File: config.mk
export PLATFORM = sky130hd
export DESIGN_NAME = delay_flat
export DESIGN_NICKNAME = d
export VERILOG_FILES = /design/src/rtl/delay_if.sv /design/src/rtl/delay.sv /design/src/flat_wrapper.sv
export SDC_FILE = /design/constraint.sdc
export NUM_CORES = 1
export LEC_CHECK = 0
export BUFFER_PORTS_ARGS = -buffer_cell sky130_fd_sc_hd__buf_2
export CAP_MARGIN = 15
export CORE_AREA = 2 2 39 41
export DETAILED_ROUTE_END_ITERATION = 6
export DIE_AREA = 0 0 41 43
export PLACE_DENSITY_LB_ADDON = 0.1
export SKIP_LAST_GASP = 1
export SYNTH_ARGS = -nofsm -noshare
export SYNTH_HDL_FRONTEND = slang
export SYNTH_SLANG_ARGS = --single-unit
File: constraint.sdc
create_clock -name clk -period 0.8 [get_ports clk]
set_clock_uncertainty 0.1 [all_clocks]
set_input_delay 0.04 -clock clk [delete_from_list [all_inputs] [get_ports clk]]
set_output_delay 0.04 -clock clk [all_outputs]
set_load 0.01 [all_outputs]
File: src/rtl/delay_if.sv
// Data bus of a delay line: sample in (D), delayed sample out (Q) and the primed flag.
// The producer holds the master side; the delay line itself holds the slave side.
interface delay_if #(
    parameter int WIDTH = 8
);
    logic [WIDTH-1:0] D;
    logic [WIDTH-1:0] Q;
    logic             primed;

    modport master (output D, input Q, input primed);
    modport slave  (input D, output Q, output primed);
endinterface

File: src/rtl/delay.sv
// Fixed-latency pipeline alignment element: Q reproduces D exactly DEPTH rising edges later.
// Gapless shift register with a saturating fill counter that raises primed once the line holds real data.
module delay #(
    parameter int              WIDTH     = 8,
    parameter int              DEPTH     = 1,
    parameter logic [WIDTH-1:0] RESET_VAL = '0
) (
    input logic    clk,
    input logic    reset,
    delay_if.slave bus
);
    // Out-of-range latencies are rejected at elaboration rather than silently clamped.
    if (DEPTH < 1 || DEPTH > 64) begin : g_depth_check
        $error("delay: DEPTH must be in 1..64");
    end

    localparam int               CNT_W   = (DEPTH < 1) ? 1 : $clog2(DEPTH + 1);
    localparam logic [CNT_W-1:0] CNT_MAX = CNT_W'(DEPTH);

    logic [WIDTH-1:0] stage [DEPTH];
    logic [CNT_W-1:0] cnt;
    logic [CNT_W-1:0] cnt_next;
    logic             primed_q;

    always_comb begin
        cnt_next = cnt;
        if (cnt != CNT_MAX) begin
            cnt_next = cnt + CNT_W'(1);
        end
    end

    always_ff @(posedge clk) begin
        if (reset) begin
            // NOTE: the stages are individual flops, not a RAM, so resetting the whole array is cheap and legal.
            for (int k = 0; k < DEPTH; k++) begin
                stage[k] <= RESET_VAL;
            end
            cnt      <= '0;
            primed_q <= 1'b0;
        end else begin
            // NOTE: non-blocking assignments make every stage read its neighbour's old value, so the loop order is irrelevant.
            stage[0] <= bus.D;
            for (int k = 1; k < DEPTH; k++) begin
                stage[k] <= stage[k-1];
            end
            cnt      <= cnt_next;
            primed_q <= (cnt_next == CNT_MAX);
        end
    end

    assign bus.Q      = stage[DEPTH-1];
    assign bus.primed = primed_q;
endmodule

File: src/flat_wrapper.sv
// flat-port wrapper written by rule: the top's interface ports become plain ports
module delay_flat 
#(
    parameter int              WIDTH     = 8,
    parameter int              DEPTH     = 1,
    parameter logic [WIDTH-1:0] RESET_VAL = '0
)
  (clk, reset, bus_D, bus_Q, bus_primed);
  delay_if #(.WIDTH(WIDTH)) bus_i ();
  input logic clk;
  input logic reset;
  input wire logic [$bits(bus_i.D)-1:0] bus_D;
  output wire logic [$bits(bus_i.Q)-1:0] bus_Q;
  output wire logic [$bits(bus_i.primed)-1:0] bus_primed;
  assign bus_i.D = bus_D;
  assign bus_Q = bus_i.Q;
  assign bus_primed = bus_i.primed;
  delay #(.WIDTH(WIDTH), .DEPTH(DEPTH), .RESET_VAL(RESET_VAL)) u_core (.clk(clk), .reset(reset), .bus(bus_i));
endmodule
# Yosys cells after proc, flatten, opt, wreduce, memory -nomap -nowiden
# Memories as Yosys holds them, arrays and structs flattened.
# Index checks and enable logic that the tools add are counted.
# word_totals
word_cells	10
inputBits	10
ram_bits	8
reg_bits	1
out_inout_bits	9
n_memories	1
# op_classes
addsub	1
n_mux	6
n_reduce_logical	1
# memory_table
name	words	word_bits	rd	rd_clocked_by_memory_dff	write_ports	line	rtl
u_core.stage	1	8	1	0	1	delay.sv:20	logic [WIDTH-1:0] stage [DEPTH];
# op_table
operator	count
two-way mux 8 bit	1
OR reduction 8 bit	1
two-way mux 1 bit	5
adder 1 bit, second input constant	1

# Longest topological paths before layout
# logic_depth
word_depth	3
depth_mapped	1

# Worst setup path after synthesis
# OpenSTA, ideal clock, no wires.
# synth_path
path_kind	flip-flop to output port
startpoint	mem u_core.stage[0][0]
endpoint	out bus_Q[0]
path_stages_with_launch	1
arrival_time_ns	0.331
path_slack_ns	0.329
required_ns	0.660
n_path_buf	0
cell_sequence	dfxtp_1
# synth_between
elab_chain_cells	1
# synth_rtl
item	line	rtl
start: declaration	delay.sv:20	
memory (1 x 8 bit)	-	
end: declaration	flat_wrapper.sv:13	output wire logic [$bits(bus_i.Q)-1:0] bus_Q;
# No other way between the ends.

# Worst setup path in the final report
# layout_path
startpoint	mem u_core.stage[0][3]
endpoint	out bus_Q[3]
# The elaborated chain is that of the path after synthesis.

==> qor.csv <==
stage,metric,value,unit
routing,DRT iter0 DRCs,0,
synth,Compound-Gate Fraction of Synth Area,0,
grt,gr usage total,0.0684,
worst_hold_path,HP Start,bus_D[3],
floorplanning,initial core utilization,0.169,
critical_path,Critical Path RT,660,ps
cts,H-tree depth,1,
worst_hold_path,Hold Crit Depth,3,
routing,drt pass-1 iters,1,
floorplanning,I/O pins,19,
status,failing checks,setup timing,
critical_path,CP top delay family,flip-flops,
synth,post-synth cell types,3,
timing,worst hold slack,426,ps
final_layout,share of cells above drive strength 1,0.469,
pwr,Sequential Power Share,0.516,
routing,Vias,219,
synth,Yosys top cell area share,0.770,
synth,Syn Inst Count,18,
worst_hold_path,Hold Path Sink,u_core.stage[0][3],
timing,Final period util,1.01,
synth,syn avg cell area,13.0,µm²
synth,post-synth top area cell,dfxtp_1,
floorplanning,die height,43,µm
cts,clk root buf,clkbuf_4,
routing,"antenna viol nets, final",0,
cts,Clock Sinks,9,
critical_path,critical path cell sequence,buf_2,
critical_path,Worst Setup End Kind,output pin,
pwr,VDD IR max,664,µV
cts,TritonCTS clock tree,done,
pwr,switch share,0.200,
timing,Setup-failing EPs final,9,
final_layout,final-layout fill cell count,144,
synth,simple-gate share of the synthesized area,0.214,
grt,first-pass GRT wire length,745,µm
critical_path,peak per-stage delay on the critical path,300,ps
timing,Final WS setup,-11.5,ps
critical_path,CP max stage cell,dfxtp_1,
grt,pin count of the biggest net entering global routing,10,
timing,Pins Over Slew Limit,0,
critical_path,Critical Path Start Type,flip-flop,
timing,RSZ-0062 raised after global routing,true,
pwr,Int Pwr,741,µW
floorplanning,Die X,41,µm
routing,# DRC,0,
routing,post-DR vias/cell,3.37,
grt,GRT overflow,0,
synth,sequential share of the synthesized area,0.770,
synth,"count leader, synth",dfxtp_1,
status,status,"complete, but fails checks",
pwr,clock group share of total power,0.359,
cts,CTS Buf Count,3,
final_layout,Final #Nets,60,
synth,Synth area leaders,"dfxtp_1 77%, nor2b_1 21%, inv_1 1.6%",
synth,mux share of post-synthesis cell area,0,
routing,Routed WL per cell,6.94,µm
final_layout,Multi-input gate area,50.0,µm²
grt,initial antenna violation count,0,
synth,largest family of logic cells by synthesized area,simple AND/OR/NAND/NOR gates,
placement,IO Port Bufs,18,
timing,Slew @ Worst Pin,97.6,ps
timing,fin crit period,811,ps
critical_path,WS Path Type,reg2out,
final_layout,final non-filler cell total,65,
synth,XOR/XNOR Fraction of Synth Area,0,
pwr,Comb power frac,0.124,
critical_path,CP Data Arrival Time,670,ps
routing,routed wire length,451,µm
final_layout,Area growth syn-to-layout,104,%
floorplanning,die area,1760,µm²
synth,#FFs+latches synth,9,
placement,placed insts,52,
pwr,Static Leak,0.232,nW
final_layout,number of diodes,0,
floorplanning,core area,1380,µm²
cts,Bufs on Longest Clock Path,2,
synth,top_reg_cell synth,dfxtp_1,
grt,number of global-route vias before repair,198,
synth,"Warnings, synthesis",0,
flow_run,Max Cap Violations,0,
synth,Mapped Nets,28,
critical_path,worst-path fanout max,1,
timing,final hold violation count,0,
critical_path,WP buf/inv,1,
final_layout,Reg area,183,µm²
placement,gpl congestion,0.500,
synth,Post-synth top cells,"9 x dfxtp_1, 8 x nor2b_1, 1 x inv_1",
critical_path,CP startpoint,u_core.stage[0][3],
placement,dpl ws,250,ps
worst_hold_path,Hold Path Class,in2reg,
cts,Worst-path clk slew,60,ps
synth,fraction of registers with async set/reset,0,
cts,number of setup buffers added after CTS,0,
pwr,Psw,186,µW
synth,"EDFF count, synth",0,
timing,Max Freq,1230,MHz
floorplanning,FP Rows,14,
pwr,P per Cell Area,1940,nW/µm²
timing,Relative slew margins,0.935,
synth,Post-Synth Adder-Cell Area,0,
synth,mapped cell area,234,µm²
-- cell families after synthesis --
family        Yosys count
buf+inv                 1
simple gates            8
flops                   9
-- per-stage QoR --
| stage | setup TNS, ps | cell area, µm² | util | power, mW |
|---|---|---|---|---|
| floorplan | 0 | 234 | - | 0.515 |
| global placement | 0 | 344 | 0.249 | 0.562 |
| detailed placement | 0 | 344 | 0.249 | 0.564 |
| CTS | -243 | 460 | 0.333 | 0.952 |
| global route | -480 | 478 | 0.345 | 1.00 |
| finish | -70.1 | 478 | 0.345 | 0.927 |
-- power by group through the flow --
| stage | clock, mW | sequential (mW) | combinational, mW |
|---|---|---|---|
| 6_report | 0.333 | 0.479 | 0.115 |
| 5_1_grt | 0.391 | 0.481 | 0.128 |
| 4_1_cts | 0.365 | 0.476 | 0.111 |
| 3_5_place_dp | 0 | 0.486 | 0.0774 |
| 3_3_place_gp | 0 | 0.486 | 0.0754 |
| 2_1_floorplan | 0 | 0.501 | 0.0140 |
-- metal layers --
metal | vias to the layer above | global-route usage | routed length [µm]
li1 | 115 | - | -
met1 | 95 | 0.0712 | 175
met2 | 9 | 0.0875 | 231
met3 | 0 | 0.0471 | 44
met4 | 0 | 0.0600 | 0
met5 | - | 0 | 0
-- state kept, by name, summed over array words and instances, names as in the netlist --
signal        count
u_core.cnt        1
u_core.stage      8
-- worst max-delay path by stage --
| stage | to | cells after the start |
|---|---|---|
| floorplan | bus_Q[0] | 0 |
| global placement | bus_Q[3] | 1 |
| detailed placement | bus_Q[3] | 1 |
| CTS | bus_Q[3] | 1 |
| global route | bus_primed | 1 |
| finish | bus_Q[3] | 1 |
-- layout by cell type (no fill, tap or decap) --
master	synthesis	layout
buf_2	0	15
dlygate4sd3_1	0	9
nor2b_1	8	8
dfxtp_1	9	7
clkbuf_4	0	3
buf_6	0	2
dfxtp_2	0	2
inv_1	1	1
clkbuf_1	0	1
buf_4	0	1
-- final cells by class --
class / count / share of cell area
multi-input combinational: 8 / 0.105
sequential: 9 / 0.382
tap: 16 / 0.0419
timing repair buffer: 27 / 0.408
inverter: 1 / 0.00785
clock buffer: 4 / 0.0550
-- repair_timing --
| action | 4_1_cts | 5_1_grt |
|---|---|---|
| hold buffers | 9 | 0 |
| hold endpoints to repair | 9 | 0 |
| setup endpoints to repair | 9 | 16 |
| resized for setup | 0 | 6 |
(Power assumes the default switching activity.)
